### src/rtl/run_sequencer_if.sv
// Host load/dump link and IM/DM memory ports of the run sequencer.
// master = sequencer side, slave = host plus memories.
interface run_sequencer_if #(
  parameter int IM_AW = 8,
  parameter int DM_AW = 8
);
  logic             load_valid;
  logic             load_ready;
  logic [15:0]      load_data;
  logic             im_we;
  logic [IM_AW-1:0] im_addr;
  logic [15:0]      im_wdata;
  logic             dm_we;
  logic [DM_AW-1:0] dm_addr;
  logic [7:0]       dm_wdata;
  logic [7:0]       dm_rdata;
  logic             dump_valid;
  logic             dump_ready;
  logic [7:0]       dump_data;

  modport master (
    input  load_valid, load_data, dm_rdata, dump_ready,
    output load_ready, im_we, im_addr, im_wdata,
    output dm_we, dm_addr, dm_wdata, dump_valid, dump_data
  );

  modport slave (
    output load_valid, load_data, dm_rdata, dump_ready,
    input  load_ready, im_we, im_addr, im_wdata,
    input  dm_we, dm_addr, dm_wdata, dump_valid, dump_data
  );
endinterface

### src/rtl/run_sequencer.sv
// Job phase controller: IM load, DM load, run with watchdog, DM dump.
// Owns memory write ports during load and the DM read port during dump.
module run_sequencer #(
  parameter int IM_AW  = 8,
  parameter int DM_AW  = 8,
  parameter int WDOG_W = 16
) (
  input  logic       clk,
  input  logic       rst,
  input  logic       start,
  input  logic       end_process,
  output logic [1:0] status,
  output logic       busy,
  output logic       done,
  output logic       timeout,
  run_sequencer_if.master bus
);

  localparam int CW = (IM_AW > DM_AW) ? IM_AW : DM_AW;
  localparam logic [CW-1:0] IM_LAST = CW'((2 ** IM_AW) - 1);
  localparam logic [CW-1:0] DM_LAST = CW'((2 ** DM_AW) - 1);
  localparam logic [WDOG_W-1:0] WD_MAX = '1;

  localparam logic [1:0] ST_IDLE = 2'b00;
  localparam logic [1:0] ST_LOAD = 2'b10;
  localparam logic [1:0] ST_RUN  = 2'b01;
  localparam logic [1:0] ST_DUMP = 2'b11;

  typedef enum logic [2:0] {
    S_IDLE,
    S_LOAD_IM,
    S_LOAD_DM,
    S_RUN,
    S_DUMP_RD,
    S_DUMP_TX,
    S_FIN
  } state_t;

  state_t            state;
  logic [CW-1:0]     cnt;
  logic [WDOG_W-1:0] wdog;
  logic [WDOG_W-1:0] wnext;
  logic [7:0]        dump_q;
  logic              dump_v;
  logic              in_im;
  logic              in_dm;
  logic              xfer;

  assign in_im = (state == S_LOAD_IM);
  assign in_dm = (state == S_LOAD_DM);
  assign xfer  = bus.load_valid & bus.load_ready;
  assign wnext = wdog + 1'b1;

  // Write strobes follow the handshake in the same cycle.
  assign bus.load_ready = in_im | in_dm;
  assign bus.im_we      = xfer & in_im;
  assign bus.im_addr    = cnt[IM_AW-1:0];
  assign bus.im_wdata   = bus.load_data;
  assign bus.dm_we      = xfer & in_dm;
  assign bus.dm_addr    = cnt[DM_AW-1:0];
  assign bus.dm_wdata   = bus.load_data[7:0];
  assign bus.dump_valid = dump_v;
  assign bus.dump_data  = dump_q;

  always_ff @(posedge clk) begin
    if (rst) begin
      state   <= S_IDLE;
      cnt     <= '0;
      wdog    <= '0;
      dump_q  <= '0;
      dump_v  <= 1'b0;
      status  <= ST_IDLE;
      busy    <= 1'b0;
      done    <= 1'b0;
      timeout <= 1'b0;
    end else begin
      done <= 1'b0;
      unique case (state)
        S_IDLE: begin
          if (start) begin
            state   <= S_LOAD_IM;
            cnt     <= '0;
            timeout <= 1'b0;
            status  <= ST_LOAD;
            busy    <= 1'b1;
          end
        end
        S_LOAD_IM: begin
          if (xfer) begin
            if (cnt == IM_LAST) begin
              cnt   <= '0;
              state <= S_LOAD_DM;
            end else begin
              cnt <= cnt + 1'b1;
            end
          end
        end
        S_LOAD_DM: begin
          if (xfer) begin
            if (cnt == DM_LAST) begin
              cnt    <= '0;
              wdog   <= '0;
              state  <= S_RUN;
              status <= ST_RUN;
            end else begin
              cnt <= cnt + 1'b1;
            end
          end
        end
        S_RUN: begin
          wdog <= wnext;
          // A halt in the expiry cycle is a clean finish, not a timeout.
          if (end_process) begin
            state  <= S_DUMP_RD;
            status <= ST_DUMP;
          end else if (wnext == WD_MAX) begin
            timeout <= 1'b1;
            state   <= S_DUMP_RD;
            status  <= ST_DUMP;
          end
        end
        S_DUMP_RD: begin
          dump_q <= bus.dm_rdata;
          dump_v <= 1'b1;
          state  <= S_DUMP_TX;
        end
        S_DUMP_TX: begin
          if (bus.dump_ready) begin
            dump_v <= 1'b0;
            if (cnt == DM_LAST) begin
              cnt   <= '0;
              done  <= 1'b1;
              state <= S_FIN;
            end else begin
              cnt   <= cnt + 1'b1;
              state <= S_DUMP_RD;
            end
          end
        end
        S_FIN: begin
          state  <= S_IDLE;
          status <= ST_IDLE;
          busy   <= 1'b0;
        end
        default: state <= S_IDLE;
      endcase
    end
  end

endmodule
### src/flat_wrapper.sv
// flat-port wrapper written by rule: the top's interface ports become plain ports
module run_sequencer_flat 
#(
  parameter int IM_AW  = 8,
  parameter int DM_AW  = 8,
  parameter int WDOG_W = 16
)
  (clk, rst, start, end_process, status, busy, done, timeout, bus_load_valid, bus_load_data, bus_dm_rdata, bus_dump_ready, bus_load_ready, bus_im_we, bus_im_addr, bus_im_wdata, bus_dm_we, bus_dm_addr, bus_dm_wdata, bus_dump_valid, bus_dump_data);
  run_sequencer_if #(.IM_AW(IM_AW), .DM_AW(DM_AW)) bus_i ();
  input  logic clk;
  input  logic rst;
  input  logic start;
  input  logic end_process;
  output logic [1:0] status;
  output logic busy;
  output logic done;
  output logic timeout;
  input wire logic [$bits(bus_i.load_valid)-1:0] bus_load_valid;
  input wire logic [$bits(bus_i.load_data)-1:0] bus_load_data;
  input wire logic [$bits(bus_i.dm_rdata)-1:0] bus_dm_rdata;
  input wire logic [$bits(bus_i.dump_ready)-1:0] bus_dump_ready;
  output wire logic [$bits(bus_i.load_ready)-1:0] bus_load_ready;
  output wire logic [$bits(bus_i.im_we)-1:0] bus_im_we;
  output wire logic [$bits(bus_i.im_addr)-1:0] bus_im_addr;
  output wire logic [$bits(bus_i.im_wdata)-1:0] bus_im_wdata;
  output wire logic [$bits(bus_i.dm_we)-1:0] bus_dm_we;
  output wire logic [$bits(bus_i.dm_addr)-1:0] bus_dm_addr;
  output wire logic [$bits(bus_i.dm_wdata)-1:0] bus_dm_wdata;
  output wire logic [$bits(bus_i.dump_valid)-1:0] bus_dump_valid;
  output wire logic [$bits(bus_i.dump_data)-1:0] bus_dump_data;
  assign bus_i.load_valid = bus_load_valid;
  assign bus_i.load_data = bus_load_data;
  assign bus_i.dm_rdata = bus_dm_rdata;
  assign bus_i.dump_ready = bus_dump_ready;
  assign bus_load_ready = bus_i.load_ready;
  assign bus_im_we = bus_i.im_we;
  assign bus_im_addr = bus_i.im_addr;
  assign bus_im_wdata = bus_i.im_wdata;
  assign bus_dm_we = bus_i.dm_we;
  assign bus_dm_addr = bus_i.dm_addr;
  assign bus_dm_wdata = bus_i.dm_wdata;
  assign bus_dump_valid = bus_i.dump_valid;
  assign bus_dump_data = bus_i.dump_data;
  run_sequencer #(.IM_AW(IM_AW), .DM_AW(DM_AW), .WDOG_W(WDOG_W)) u_core (.clk(clk), .rst(rst), .start(start), .end_process(end_process), .status(status), .busy(busy), .done(done), .timeout(timeout), .bus(bus_i));
endmodule
### config.mk
export PLATFORM = sky130hd
export DESIGN_NAME = run_sequencer_flat
export DESIGN_NICKNAME = d
export VERILOG_FILES = /design/src/rtl/run_sequencer_if.sv /design/src/rtl/run_sequencer.sv /design/src/flat_wrapper.sv
export SDC_FILE = /design/constraint.sdc
export NUM_CORES = 1
export LEC_CHECK = 0
export CORE_UTILIZATION = 41
export DETAILED_ROUTE_END_ITERATION = 10
export HOLD_SLACK_MARGIN = 0.02
export PLACE_DENSITY_LB_ADDON = 0.08
export SLEW_MARGIN = 20
export SYNTH_ARGS = -nofsm -noshare
export SYNTH_HDL_FRONTEND = slang
export SYNTH_SLANG_ARGS = --single-unit
### constraint.sdc
create_clock -name clk -period 2 [get_ports clk]
set_input_delay 0.5 -clock clk [delete_from_list [all_inputs] [get_ports clk]]
set_output_delay 0.5 -clock clk [all_outputs]
set_load 0.01 [all_outputs]
==> run_results.csv <==
group,metric,value,unit
run_status,outcome,"finished, final reports clean",
routing,viasPerCell,5.27,
final_layout,fin_area,3330,um^2
die,dieArea,6360,um^2
die,core-area,5680,um^2
pwr,ir_drop,485,uV
timing,period_minus_slack,1950,ps
critical_path,rr_startpoint,"u_core.wdog[2]$_SDFFE_PP0P_",
placement,io_buffers,46,
placement,hpwl,4.36,mm
critical_path,crit_end,"u_core.wdog[3]$_SDFFE_PP0P_",
critical_path,criticalPathCategory,"in2reg",
synth,ys.flop_type,"dfxtp_1",
final_layout,syn_to_final_growth,34.5,%
critical_path,reg2reg_slack,90,ps
pwr,p_total,0.00273,W
pwr,powerDensity,817,nW/um^2
synth,synth_seq_cells,41,
grt,grt_pass1_wl,9.96,mm
grt,gr-usage-met2,0.325,
grt,antenna_found_initial,0,
critical_path,r2r_end,"u_core.timeout$_SDFFE_PP0P_",
final_layout,fin_cells,438,
cts,clock-sinks,41,
critical_path,required,2240,ps
timing,worst_pin_slew,373,ps
cts,cts_root_buf,"clkbuf_8",
timing,slew_headroom,0.750,
routing,drc_errors,0,
grt,grt-busiest-layer,"met2",
routing,wl,6.39,mm
synth,yosys_warnings,0,
timing,min_period_over_period,0.976,
cts,clk_pin_slew_worst_paths,90,ps
placement,routabilityCongestion,0.791,
die,io_pins,87,
grt,grt_pass1_vias,2128,
die,die_h,79.8,um
grt,grtUsageTotal,0.200,
cts,clk_path_buf_depth,2,
routing,avgRoutedWirePerCell,14.6,um
routing,drtPass1Iterations,4,
routing,dr_total_vias,2307,
critical_path,cp-startpoint,"bus_load_valid",
die,die_w,79.8,um
final_layout,final_nets,398,
pwr,p_leak,1.26,nW
grt,grt_max_degree,17,
timing,holdWs,500,ps
timing,max_freq,512,MHz
synth,ys_seq_area_frac,0.331,
grt,grt_remaining_overflow,0,
critical_path,worstPathMaxFanout,6,
critical_path,end_kind,"flip-flop",
die,initial_utilization,0.437,
synth,synth_cell_types,52,
die,rows,27,
placement,post-place-cells,426,
timing,hold_violations,0,
synth,async_flop_share,0,
min_path,hold_path.class,"reg2reg",
timing,setup_tns,0,ps
timing,setup_viol,0,
routing,antenna_left,0,
timing,finalClockSkew,9.33,ps
critical_path,r2r_cells,7,
timing,maxSlewViolCount,0,
final_layout,insertedDiodeCount,0,
grt,grtUsageMet1,0.264,
flow_run,maxCapViolCount,0,
timing,grt_setup_unrepaired,"true",
min_path,holdPathStages,2,
cts,numCtsBuffers,5,
cts,cts_htree_levels,2,
cts,clk_latency,300,ps
grt,use_met3,0.0343,
synth,syn_nets,346,
cts,cts_tree,"built",
synth,syn-cell-area,2480,um^2
critical_path,cp-start-kind,"primary input",
synth,synth.avg_cell_area,7.92,um^2
synth,synth_edf_count,0,
synth,synthCells,313,
routing,drtIter0Drc,58,
critical_path,arrival,2190,ps
final_layout,post_route_cells_drive_above_1_share,0.232,
placement,placed_area,3060,um^2
-- per-layer routing --
layer / vias to the layer above / routed length, um
li1: 1180 / -
met1: 1075 / 3040
met2: 45 / 3060
met3: 7 / 213
met4: 0 / 74
met5: - / 0
-- cells in the mapped netlist (2+ instances only) --
cell	n	area, um^2
o21bai_1	2	15.0
nand2b_1	5	31.3
clkbuf_2	4	20.0
nand3b_1	2	15.0
nand4b_1	2	17.5
o21ai_0	19	95.1
o22ai_1	2	12.5
a31oi_1	7	43.8
buf_4	32	240
ha_1	3	37.5
and4_1	3	26.3
or3_1	2	12.5
and3_1	7	43.8
mux2i_1	10	100
inv_1	6	22.5
and2_1	4	25.0
a21o_1	3	22.5
nand2_1	20	75.1
clkbuf_1	12	45.0
nand4_1	8	50.1
nor3_1	9	45.0
xnor2_1	4	35.0
a21oi_1	26	130
nor2_1	41	154
dfxtp_1	41	821
nand3_1	3	15.0
nor4_2	2	25.0
a311oi_1	5	43.8
xor2_1	6	52.6
-- cell usage in the layout, fill, tap and decap left out, types with 2 or more instances in the layout --
cell              n
and4_1            2
inv_1             6
dfxtp_2           7
ha_1              2
mux2i_1          10
clkdlybuf4s15_1   2
a31oi_1           7
o21bai_1          2
nor4_4            3
dfxtp_1          32
nor3_2            2
a21o_1            3
nand2b_4          2
nand4b_1          2
or3_1             2
nand4_1           8
o21ai_0          17
clkbuf_8          5
buf_4            46
a311oi_1          5
xor2_1            5
and2_1            4
nand3b_1          2
nand2b_1          3
bufinv_16         2
a21oi_1          26
nand3_1           3
nand2_1          20
nor3_1            7
xnor2_1           4
o22ai_1           2
and3_1            6
buf_6             2
dfxtp_4           2
clkdlybuf4s50_1  43
nor2_1           41
-- final cells by class --
cell class              instances  area (um^2)
clock buffers                   5         68.8
flip-flops and latches         41          837
fillers                       522         2340
inverters                       6         22.5
well taps                      72         90.1
repair buffers                 95          838
clock inverters                 3         65.1
multi-input cells             216         1410
-- state kept, by name, summed over array words and instances (netlist names) --
name	flops
u_core.busy	1
u_core.timeout	1
u_core.bus.dump_data	8
u_core.done	1
u_core.wdog	16
u_core.bus.dump_valid	1
u_core.state	3
u_core.bus.dm_addr	8
u_core.status	2
-- logic make-up after synthesis --
kind of cell,synth area share
muxes,0.0449
xor gates and xnor gates,0.0353
DFF,0.331
adders and majority gates,0.0151
buffers and inverters,0.136
and+or+nand+nor,0.254
AOI/OAI and AO/OA,0.184
-- power by group --
part	total, W	internal [W]	switching [W]
registers	0.000943	0.000880	0.0000636
logic	0.000976	0.000492	0.000484
clock network	0.000806	0.000496	0.000310
-- critical path: stages --
cell and delay, ps:
clkdlybuf4s50_1 440, and3_1 190, and4_1 210, buf_4 140, o21ai_2 150, clkdlybuf4s15_2 310, o21ai_0 110, a21oi_1 120
-- per-stage QoR --
stage               utilization  worst slack (ps)
finish                    0.588              47.3
floorplan                     -              27.2
CTS                       0.565             -1.70
global placement          0.539              -243
detailed placement        0.539              -301
global route              0.588             -28.2
-- worst min path at each step --
stage / start / endpoint / slack (ps)
after floorplan: u_core.wdog[14]$_SDFFE_PP0P_ / u_core.wdog[14]$_SDFFE_PP0P_ / 470
after global placement: u_core.bus.dump_valid$_SDFFE_PP0P_ / u_core.bus.dump_valid$_SDFFE_PP0P_ / 470
after detailed placement: u_core.bus.dump_data[6]$_SDFFE_PP0P_ / u_core.bus.dump_data[6]$_SDFFE_PP0P_ / 490
after CTS: u_core.busy$_SDFFE_PP0P_ / u_core.busy$_SDFFE_PP0P_ / 510
after global routing: u_core.busy$_SDFFE_PP0P_ / u_core.busy$_SDFFE_PP0P_ / 530
final: u_core.bus.dump_data[1]$_SDFFE_PP0P_ / u_core.bus.dump_data[1]$_SDFFE_PP0P_ / 500
-- timing repair --
item                                    CTS  global route
endpoints found under the setup margin    5            12
cloned                                    0             1
hold buffers                              0             0
pin swaps                                 0             6
resized for setup                         7            29
setup buffers                             0             3
Note: power is estimated with default switching activity, not from simulation.
==> RTL edit, RTL diff (same settings) <==
`IM_AW` is set to 8 in 3 places; all go to 6.
--- a/src/rtl/run_sequencer_if.sv
+++ b/src/rtl/run_sequencer_if.sv
@@ -2,5 +2,5 @@
 // master = sequencer side, slave = host plus memories.
 interface run_sequencer_if #(
-  parameter int IM_AW = 8,
+  parameter int IM_AW = 6,
   parameter int DM_AW = 8
 );
--- a/src/rtl/run_sequencer.sv
+++ b/src/rtl/run_sequencer.sv
@@ -2,5 +2,5 @@
 // Owns memory write ports during load and the DM read port during dump.
 module run_sequencer #(
-  parameter int IM_AW  = 8,
+  parameter int IM_AW  = 6,
   parameter int DM_AW  = 8,
   parameter int WDOG_W = 16
--- a/src/flat_wrapper.sv
+++ b/src/flat_wrapper.sv
@@ -2,5 +2,5 @@
 module run_sequencer_flat 
 #(
-  parameter int IM_AW  = 8,
+  parameter int IM_AW  = 6,
   parameter int DM_AW  = 8,
   parameter int WDOG_W = 16
Interface: changed (resized bus_im_addr); port bits go from 87 to 85. The function was not compared with the original's and may differ.
==> RTL edit against the original RTL <==
  * Synthesized area down 0.66%
  * Design area down 6.7%
  * Count of clock-buffer cells in the layout up 1
  * Maximum frequency up 1.7%
  * Sequential cell count unchanged
  * Setup slack better by 33 ps
  * Sequential power up 2%
  * Routed wire length down 4.9%
  * Power down 1.2%
  * Largest cell class unchanged
==> RTL edit: results (changes against the original RTL) <==
Status
  – Run status: completed

Final layout
  – Max reg flops: 16 (unchanged)
  – Net count reported at finish: 389 (-2.3%)
  – Fillers: 549 (+5.2%)
  – Share of layout cells above drive strength 1: 0.165 (-0.0670)
  – Final instance count without filler cells: 429 (-2.1%)
  – Biggest register: u_core.wdog

Critical path
  – WP data arrival: 1420 ps (-770 ps)
  – Crit-path leading delay family: buffers and inverters
  – RR Endpoint: u_core.state[2]
  – Crit path launch: bus_load_valid
  – CP max FO: 4 (-2)
  – Critical Path Slowest Stage Cell: clkdlybuf4s50_1
  – CP max stage delay: 480 ps (+40 ps)
  – RR Startpoint: u_core.wdog[0]
  – Worst Reg-to-Reg Cells: 6 (-1)

Clocking
  – Bufs on Longest Clock Path: 2 (unchanged)
  – CTS root buf: clkbuf_8
  – Clk_lat worst skew: 300 ps (about the same)
  – Setup Buffers After CTS: 0 (unchanged)
  – CTS HTree Levels: 2 (unchanged)

Place
  – Pre-CTS setup slack: -279 ps (+21.7 ps)
  – DP Wirelength: 4.49 mm (+3.1%)
  – GPL Wtd Cong: 0.830 (+4.9%)
  – Placed Cells: 421 (-1.2%)
  – PortBufs: 44 (-4.3%)

GRT
  – Largest net degree at the start of global routing: 23 (+6)
  – Global Route Usage Sum: 0.195 (-0.00541)
  – First-pass GRT wire length: 9.67 mm (-3.0%)
  – Met3 Use GR: 0.0411 (+0.00686)
  – Met2 usage: 0.334 (+0.00940)
  – Number of global-route vias before repair: 2,112 (-0.75%)
  – Initial antenna violation count: 0 (unchanged)
  – GR met1 Demand/Resource: 0.238 (-0.0263)

Power and ir drop
  – Peak VDD IR: 0.000364 V (-25%)
  – Leak: 1.15 nW (-9.2%)

Min path
  – Hold/Removal Path Class: reg2reg
  – Worst Hold Depth: 1 (-1)
  – Worst Hold Path EP: u_core.wdog[15]
  – Worst Min Path Start: u_core.wdog[15]

Logic synthesis
  – Top post-synthesis cells by count: dfxtp_1, nor2_1, buf_4, a21oi_1, nand2_1
  – Synth Warn #: 0 (unchanged)
  – Distinct cells, synth: 54 (+3.8%)
  – Post-Syn Nets: 343 (-0.87%)
  – Synth top area cells: dfxtp_1, buf_4, nor2_1, a21oi_1, mux2i_1
  – Asr flop ratio synth: 0 (unchanged)
  – Synthesized instance count: 310 (-0.96%)
  – Sequential fraction of the synthesis area: 0.333 (+0.00219)

Detailed routing
  – Via density: 5.45 (+3.4%)
  – Initial DRC Count: 89 (+53%)
  – DR WL/cell: 14.2 um (-2.9%)

Timing
  – Worst hold margin: 490 ps (-9.60 ps)
  – Max_slew headroom: 0.793 (+0.0429)
  – Pins Over Slew Limit: 0 (unchanged)
  – Clock Skews: 7.72 ps (-1.62 ps)
-- RTL edit: worst max path at each step --
stage,endpoint,slack (ps)
6_report,bus_dm_we,80
5_1_grt,u_core.wdog[11],10
3_5_place_dp,bus_im_we,-280
2_1_floorplan,u_core.state[1],50
3_3_place_gp,bus_im_we,-270
4_1_cts,bus_im_we,9
-- RTL edit: where the power goes --
part | total [W] | internal, W | switching (W)
clock | 0.000545 | 0.000243 | 0.000303
combinational | 0.00119 | 0.000607 | 0.000581
sequential | 0.000960 | 0.000888 | 0.0000723
total | 0.00269 | 0.00174 | 0.000956
-- RTL edit: area by class of cell --
| type | count | area share |
|---|---|---|
| Multi-Input combinational cell | 214 | 0.424 |
| Sequential cell | 41 | 0.265 |
| Timing Repair Buffer | 87 | 0.247 |
| Tap cell | 72 | 0.0290 |
| Clock buffer | 6 | 0.0233 |
| Inverter | 7 | 0.00844 |
| Clock inverter | 2 | 0.00322 |
-- RTL edit: logic make-up (layout without fill, tap and decap cells) --
logic type,Yosys count,count (layout),share of synthesized area
and+or+nand+nor,117,117,0.239
AOI/OAI and AO/OA,76,76,0.210
buffers and inverters,55,102,0.135
DFF,41,41,0.333
xor gates and xnor gates,9,9,0.0320
muxes,9,9,0.0366
adders and majority gates,3,3,0.0152
-- RTL edit: repair_timing --
| action | CTS | global route |
|---|---|---|
| endpoints found under the setup margin | 3 | 6 |
| gates resized for setup | 5 | 5 |
| endpoints found under the hold margin | 0 | 0 |
-- RTL edit: per-stage QoR --
stage	total power, W	cell area, sq um
floorplan	0.00164	2460
global placement	0.00217	3020
detailed placement	0.00217	3020
CTS	0.00271	3110
global route	0.00287	3110
finish	0.00269	3110
-- RTL edit: metal layers --
| metal | vias up | routed length (um) |
|---|---|---|
| met1 | 1099 | 2840 |
| met3 | 8 | 239 |
| met2 | 49 | 2900 |
| met5 | - | 0 |
| met4 | 0 | 87 |
| li1 | 1181 | - |
